### config.mk
export PLATFORM = sky130hd
export DESIGN_NAME = regfile_mp
export DESIGN_NICKNAME = d
export VERILOG_FILES = /design/src/rtl/rv_pkg.sv /design/src/rtl/regfile_rd_port.sv /design/src/rtl/regfile_mp.sv
export SDC_FILE = /design/constraint.sdc
export NUM_CORES = 2
export LEC_CHECK = 0
export CAP_MARGIN = 5
export CORE_MARGIN = 2
export CORE_UTILIZATION = 48
export DETAILED_ROUTE_END_ITERATION = 12
export SYNTH_ARGS = -nofsm -noshare
export SYNTH_HDL_FRONTEND = slang
export SYNTH_SLANG_ARGS = --single-unit
### constraint.sdc
create_clock -name clk -period 68.7 [get_ports clk]
set_input_delay 13.74 -clock clk [delete_from_list [all_inputs] [get_ports clk]]
set_output_delay 13.74 -clock clk [all_outputs]
set_load 0.05 [all_outputs]
### src/rtl/rv_pkg.sv
// Shared integer register-file constants and the default architectural address type.
package rv_pkg;
  localparam int RV_XLEN     = 32;
  localparam int RV_NUM_REGS = 32;
  localparam int RV_NUM_RD   = 3;
  localparam int RV_AW       = $clog2(RV_NUM_REGS);

  typedef logic [RV_AW-1:0] reg_addr_t;
endpackage

### src/rtl/regfile_rd_port.sv
// One registered read port: write-back bypass mux plus hazard qualification.
module regfile_rd_port
  import rv_pkg::*;
#(
  parameter int XLEN     = RV_XLEN,
  parameter int NUM_REGS = RV_NUM_REGS,
  parameter int AW       = $clog2(NUM_REGS)
) (
  input  logic                     clk,
  input  logic                     rst,
  input  logic                     rd_en,
  input  logic [AW-1:0]            rd_addr,
  input  logic [NUM_REGS*XLEN-1:0] regs,
  input  logic [NUM_REGS-1:0]      pending,
  input  logic                     wr_en,
  input  logic [AW-1:0]            wr_addr,
  input  logic [XLEN-1:0]          wr_data,
  output logic [XLEN-1:0]          rd_data,
  output logic                     rd_hazard
);

  logic            wr_hit_s;
  logic [XLEN-1:0] byp_data_s;
  logic            byp_haz_s;
  logic [XLEN-1:0] rd_data_r;
  logic            rd_hazard_r;

  // Bypass select; slot 0 of regs is held at zero so x0 needs no special case on the stored path.
  always_comb begin
    wr_hit_s = wr_en && (wr_addr == rd_addr);
    if (wr_hit_s && (rd_addr != {AW{1'b0}})) begin
      byp_data_s = wr_data;
    end else begin
      byp_data_s = regs[rd_addr*XLEN +: XLEN];
    end
    byp_haz_s = pending[rd_addr] && !wr_hit_s;
  end

  // Output flops; a disabled port returns zero data and no hazard.
  always_ff @(posedge clk or posedge rst) begin
    if (rst) begin
      rd_data_r   <= {XLEN{1'b0}};
      rd_hazard_r <= 1'b0;
    end else if (rd_en) begin
      rd_data_r   <= byp_data_s;
      rd_hazard_r <= byp_haz_s;
    end else begin
      rd_data_r   <= {XLEN{1'b0}};
      rd_hazard_r <= 1'b0;
    end
  end

  assign rd_data   = rd_data_r;
  assign rd_hazard = rd_hazard_r;

endmodule

### src/rtl/regfile_mp.sv
// Multi-port integer register file with hard-wired x0, write-back bypass and
// a per-register pending scoreboard for read-after-write hazard detection.
module regfile_mp
  import rv_pkg::*;
#(
  parameter int XLEN     = RV_XLEN,
  parameter int NUM_REGS = RV_NUM_REGS,
  parameter int NUM_RD   = RV_NUM_RD,
  parameter int AW       = $clog2(NUM_REGS)
) (
  input  logic                   clk,
  input  logic                   rst,
  input  logic [NUM_RD-1:0]      rd_en,
  input  logic [NUM_RD*AW-1:0]   rd_addr,
  output logic [NUM_RD*XLEN-1:0] rd_data,
  output logic [NUM_RD-1:0]      rd_hazard,
  input  logic                   wr_en,
  input  logic [AW-1:0]          wr_addr,
  input  logic [XLEN-1:0]        wr_data,
  input  logic                   mark_en,
  input  logic [AW-1:0]          mark_addr,
  output logic                   any_pending
);

  logic [NUM_REGS*XLEN-1:0] regs_r;
  logic [NUM_REGS-1:0]      pending_r;
  logic [NUM_REGS-1:0]      pending_nxt_s;
  logic [NUM_REGS-1:0]      wr_sel_s;
  logic [NUM_REGS-1:0]      mark_sel_s;
  logic                     any_pending_r;

  // One-hot write/mark selects; x0 never selects. Mark is OR-ed last so a new producer wins.
  always_comb begin
    if (wr_en && (wr_addr != {AW{1'b0}})) begin
      wr_sel_s = {{(NUM_REGS-1){1'b0}}, 1'b1} << wr_addr;
    end else begin
      wr_sel_s = {NUM_REGS{1'b0}};
    end
    if (mark_en && (mark_addr != {AW{1'b0}})) begin
      mark_sel_s = {{(NUM_REGS-1){1'b0}}, 1'b1} << mark_addr;
    end else begin
      mark_sel_s = {NUM_REGS{1'b0}};
    end
    pending_nxt_s = (pending_r & ~wr_sel_s) | mark_sel_s;
  end

  // Architectural storage; slot 0 is never written and stays zero.
  always_ff @(posedge clk or posedge rst) begin
    if (rst) begin
      regs_r <= {(NUM_REGS*XLEN){1'b0}};
    end else if (wr_en && (wr_addr != {AW{1'b0}})) begin
      regs_r[wr_addr*XLEN +: XLEN] <= wr_data;
    end else begin
      regs_r <= regs_r;
    end
  end

  // Scoreboard and its registered summary.
  always_ff @(posedge clk or posedge rst) begin
    if (rst) begin
      pending_r     <= {NUM_REGS{1'b0}};
      any_pending_r <= 1'b0;
    end else begin
      pending_r     <= pending_nxt_s;
      any_pending_r <= |pending_nxt_s;
    end
  end

  assign any_pending = any_pending_r;

  for (genvar p = 0; p < NUM_RD; p++) begin : g_rd
    regfile_rd_port #(
      .XLEN     (XLEN),
      .NUM_REGS (NUM_REGS),
      .AW       (AW)
    ) u_rd_port (
      .clk       (clk),
      .rst       (rst),
      .rd_en     (rd_en[p]),
      .rd_addr   (rd_addr[p*AW +: AW]),
      .regs      (regs_r),
      .pending   (pending_r),
      .wr_en     (wr_en),
      .wr_addr   (wr_addr),
      .wr_data   (wr_data),
      .rd_data   (rd_data[p*XLEN +: XLEN]),
      .rd_hazard (rd_hazard[p])
    );
  end

endmodule

Word-level counts from Yosys, hierarchy flattened
Cells that the tools add are included.
{"block": "op_classes", "addsub": 1, "magnitude_cmp": 3, "n_eq_ne": 3, "n_shift": 7, "muxes": 18, "n_bitwise": 3, "reduce_logical": 20}
{"cell": "$shiftx A1024 B11 Y32", "count": 3}
{"cell": "$bwmux W1024", "count": 1}
{"cell": "$shift A32 B34 Y1024 const A", "count": 1}
{"cell": "$shiftx A32 B34 Y1024", "count": 1}
{"cell": "$mux W32", "count": 8}
{"cell": "$shl A1 B5 Y32 const A", "count": 2}
{"cell": "$neg A10 Y34", "count": 1}
{"cell": "$and A32 B32 Y32", "count": 1}
{"cell": "$not A32 Y32", "count": 1}
{"cell": "$or A32 B32 Y32", "count": 1}
{"cell": "$reduce_or A32 Y1", "count": 1}
{"cell": "$reduce_bool A5 Y1", "count": 5}
{"cell": "$lt A5 B6 Y1 const B", "count": 3}
{"cell": "$bmux W1 S5", "count": 3}
{"cell": "$eq A5 B5 Y1", "count": 3}
{"cell": "$logic_and A1 B1 Y1", "count": 11}
{"cell": "$mux W1", "count": 6}
{"cell": "$logic_not A1 Y1", "count": 3}
{"block": "word_totals", "reg_bits": 1156, "in_bits": 64, "output_inout_bits": 100}

Logic depth before layout (Yosys ltp)
{"block": "logic_depth", "word_depth": 7, "depth_mapped": 14, "mapped_depth_nobuf": 10}

By module
Synthesis repeated with hierarchy kept, for this count alone.
{"block": "hier_totals", "hier_cells": 6157, "area_unflattened_um2": 71682.5}
{"mod": "regfile_mp", "n_inst": 1, "cells_per_inst": 3376, "area_per_inst_um2": 41165.7, "seq_area_each_um2": 26450.4}
{"mod": "regfile_rd_port", "n_inst": 3, "cells_per_inst": 927, "area_per_inst_um2": 10172.3, "seq_area_each_um2": 825.8}

Worst setup path before layout
OpenSTA, ideal clock, no wires.
{"block": "synth_timing", "kind": "input-to-reg", "startpoint": "in wr_addr[0]", "endpoint": "reg regs_r[72]", "arrival_time_ps": 16100, "path_slack_ps": 52470, "path_stages": 13, "n_path_buf": 4, "path_cell_list": "buf_2 -> inv_1 -> ha_1 -> and3_1 -> ha_1 -> clkbuf_1 -> a31oi_1 -> and3_1 -> clkbuf_1 -> nand2_1 -> clkbuf_1 -> nand2_1 -> o21ai_0"}
{"block": "synth_between", "elab_chain_cells": 3, "elab_cells_between_ends": 6, "cone_classes": "1 x add/sub; 2 x shift; 1 x mux; 2 x reduce/logical"}
{"item": "from (decl)", "line_no": "regfile_mp.sv:18", "rtl": "input logic [AW-1:0] wr_addr,"}
{"item": "$neg A10 Y34", "line_no": "regfile_mp.sv:52", "rtl": "regs_r[wr_addr*XLEN +: XLEN] <= wr_data;"}
{"item": "$shiftx A32 B34 Y1024 / $shift A32 B34 Y1024 (equally long branches)", "line_no": "regfile_mp.sv:52"}
{"item": "$bwmux W1024", "line_no": "regfile_mp.sv:52"}
{"item": "to (signal assigned)", "line_no": "regfile_mp.sv:50", "rtl": "regs_r <= {(NUM_REGS*XLEN){1'b0}};"}
{"item": "to (signal, indexed assignment)", "line_no": "regfile_mp.sv:52"}
{"item": "to (signal assigned)", "line_no": "regfile_mp.sv:54", "rtl": "regs_r <= regs_r;"}
{"item": "to (decl)", "line_no": "regfile_mp.sv:25", "rtl": "logic [NUM_REGS*XLEN-1:0] regs_r;"}
Parallel ways exist; a longest one is shown, timed or not.
A chain may end at the register's enable or synchronous reset.

Worst setup path in the final report
{"block": "layout_timing", "startpoint": "in wr_addr[0]", "endpoint": "reg regs_r[375]"}
The elaborated chain is that of the path after synthesis.

==> impl_metrics.yaml <==
route:
  drtPass1Iterations: 6
  wirelength_um: 272000
  wl_per_cell_um: 33.1
  via_per_inst: 7.05
  num_vias: 58000
  ant_nets: 0
  detail_route.iter0.violations: 8208
  remaining_drc_errors: 0
grt:
  grt_pass1_vias: 56000
  overflow: 0
  grt_usage_pct: 37.3
  grt_pass1_wl_um: 395000
  grt_max_degree: 180
  antenna_found_initial: 14
power:
  switching_share_pct: 29.7
  p_seq_share_pct: 41.9
  p_leak_nw: 31.0
  p_int_mw: 1.31
  pwr-share-clk_pct: 41.5
  pwr-share-comb_pct: 16.6
  ir_worst_vdd_mv: 0.0226
  cellPowerDensity_nw_per_um2: 24.6
  power_switching_uw: 555
place:
  dp_hpwl_um: 152000
  place.gp.congestion: 0.874
  port-buffer-count: 163
  dp_slack_ps: 50020
worst_hold_path:
  min_path_cells: 0
  min_from: "regs_r[31]$_DFFE_PP0P_"
  holdCritPathClass: "reg2reg"
  whs_endpoint: "regs_r[31]$_DFFE_PP0P_"
worst_setup_path:
  worstReg2RegStart: "regs_r[378]$_DFFE_PP0P_"
  crit_fanout: 64
  cp.required_ps: 69360
  cp-startpoint: "wr_addr[0]"
  reg2reg_slack_ps: 66680
  crit_type: "in2reg"
  cp.arrival_ps: 18740
  r2r_cells: 6
  worst_setup_path_end_kind: "flop"
  r2r-end: "g_rd[1].u_rd_port.rd_data[26]$_DFF_PP0_"
  critPathLaunchType: "input pin"
synth:
  seq_area_frac_synth_pct: 42.3
  ys_ff_latch: 1156
  synth_cell_type_count: 54
  syn_area_per_cell_sq_um: 10.5
  synth-main-ff-cell: "dfrtp_1"
  syn-instance-count: 6486
  yosysWarningCount: 0
  yosysTopAreaCell: "dfrtp_1"
  yosys.area.top_type_share_pct: 42.3
  netlist_area_sq_um: 68300
  synth.area.top_cells: "dfrtp_1 (42%), mux4_2 (19%), nand2_1 (7.5%)"
  synth_edf_count: 0
  synthesis.nets: 6557
  synth-async-reset-ratio_pct: 100
sta:
  final.setup.worst_slack_ps: 50620
  finalSetupViolCount: 0
  tightest_slew_ps: 1390
  grt_setup_unrepaired: "no"
  fin_crit_sh_pct: 26.3
  setup_tns_ps: 0
  hold_viol: 0
  slew_headroom_pct: 7.06
  drv_slew: 0
  max_freq_mhz: 55.3
  skew_ps: 39.4
  min_period_ps: 18080
cells_and_area:
  nets: 6300
  drive_above_1_share_pct: 16.3
  area_delta_synth_final_pct: 11.0
die:
  initial_core_util_pct: 48.3
  rows: 138
  die_w_um: 381
  coreArea_sq_um: 141000
  io_pins: 164
  die-height_um: 381
  dieArea_sq_um: 145000
clocking:
  cts_sinks: 1156
  cts_tree: "yes"
  clock_latency_ps: 790
  cts_hold_buf: 0
  cts-htree-levels: 4
  cts_buffers: 138
  clockBufferDepth: 3
  cts-resized-gates: 0
  clock-root-buffer: "clkbuf_16"
  postCtsSetupBuffers: 0
  clkTransAtPathRegs_ps: 60
outcome:
  status: "finished, final reports clean"
flow_run:
  drv_cap: 0
==> registers in the layout, indices dropped and copies added, names as in the netlist <==
register,cells
pending_r,32
regs_r,1024
g_rd.u_rd_port.rd_hazard,3
g_rd.u_rd_port.rd_data,96
any_pending,1
==> cells in the final DEF (no fill, tap or decap), drive strengths merged, types with 4 or more instances in the layout <==
cell	count
mux2i	489
bufinv	12
nand2	1369
xor2	12
nand4	7
ha	7
diode	13
nor2	146
clkbuf	204
a31oi	32
clkinv	21
inv	16
a21oi	70
a211oi	67
a22oi	67
nand3	97
buf	117
o21a	4
o21bai	38
nand2b	6
o221ai	32
a211o	96
o211ai	63
nor2b	77
and2	6
o21ai	994
nor4b	4
mux4	566
a221oi	258
mux2	50
clkdlybuf4s50	150
dfrtp	1156
nor3	7
o31ai	47
xnor2	5
nor4	10
or2	5
==> Yosys cell counts, drive strengths merged, types with 70 or more instances <==
cell type,number
a211o,96
a21oi,70
a221oi,258
buf,195
clkbuf,471
dfrtp,1156
mux2i,489
mux4,566
nand2,1369
nand3,97
nor2,146
nor2b,77
o21ai,994
==> cell families after synthesis <==
| group | count (synthesis) | share of synthesized area [%] |
|---|---|---|
| AO/OA/AOI/OAI | 1777 | 16.3 |
| XOR/XNOR | 17 | 0.218 |
| adder cells (fa/ha/maj) | 7 | 0.128 |
| buffers and inverters | 675 | 3.99 |
| flip-flops | 1156 | 42.3 |
| multiplexers | 1105 | 26.6 |
| AND/OR/NAND/NOR | 1749 | 10.4 |
==> critical path, stage by stage <==
cell and delay [ps]:
buf_4 710, inv_1 310, ha_1 350, ha_1 290, buf_4 410, nor2b_4 240
buf_4 850, nand3_4 1160, o21ai_0 590
==> cell type report <==
type / count / area, sq um
inverter: 9 / 41.3
sequential: 1156 / 28900
antenna: 13 / 32.5
tap: 1890 / 2360
clock buffer: 202 / 4140
clock inverter: 43 / 579
multi-input combinational: 4655 / 37200
timing repair buffer: 269 / 2580
fill: 12300 / 65500
==> power groups by stage <==
stage | registers (mW) | clock network [mW] | logic, mW
finish | 0.783 | 0.774 | 0.309
global route | 0.789 | 0.807 | 0.328
CTS | 0.781 | 0.779 | 0.302
detailed placement | 0.792 | 0 | 0.302
global placement | 0.789 | 0 | 0.298
floorplan | 0.788 | 0 | 0.197
==> routing by layer <==
metal | vias to the layer above | GRT usage (%) | share of wire [%]
li1 | 23900 | - | -
met1 | 29300 | 51.0 | 39
met2 | 4047 | 54.5 | 43
met3 | 843 | 11.4 | 13
met4 | 4 | 17.6 | 5.2
met5 | - | 0 | 0.014
==> worst max path at each step <==
stage,end,slack (ps),depth (start not counted)
floorplan,any_pending$_DFF_PP0_,22400,1
global placement,regs_r[168]$_DFFE_PP0P_,50160,9
detailed placement,regs_r[168]$_DFFE_PP0P_,50020,9
CTS,regs_r[168]$_DFFE_PP0P_,50850,9
global route,regs_r[190]$_DFFE_PP0P_,50470,9
finish,regs_r[375]$_DFFE_PP0P_,50620,9
==> per-stage QoR <==
step | power [mW] | hold WS (ps) | cells | instance area, sq um | util [%]
finish | 1.87 | 411 | 8237 | 75900 | 53.7
global placement | 1.09 | 397 | 7979 | 71100 | 50.3
floorplan | 0.985 | 458 | 6486 | 68300 | -
detailed placement | 1.09 | 404 | 7979 | 71100 | 50.3
CTS | 1.86 | 418 | 8224 | 75900 | 53.6
global route | 1.92 | 437 | 8227 | 75900 | 53.7
(Power assumes the default switching activity.)
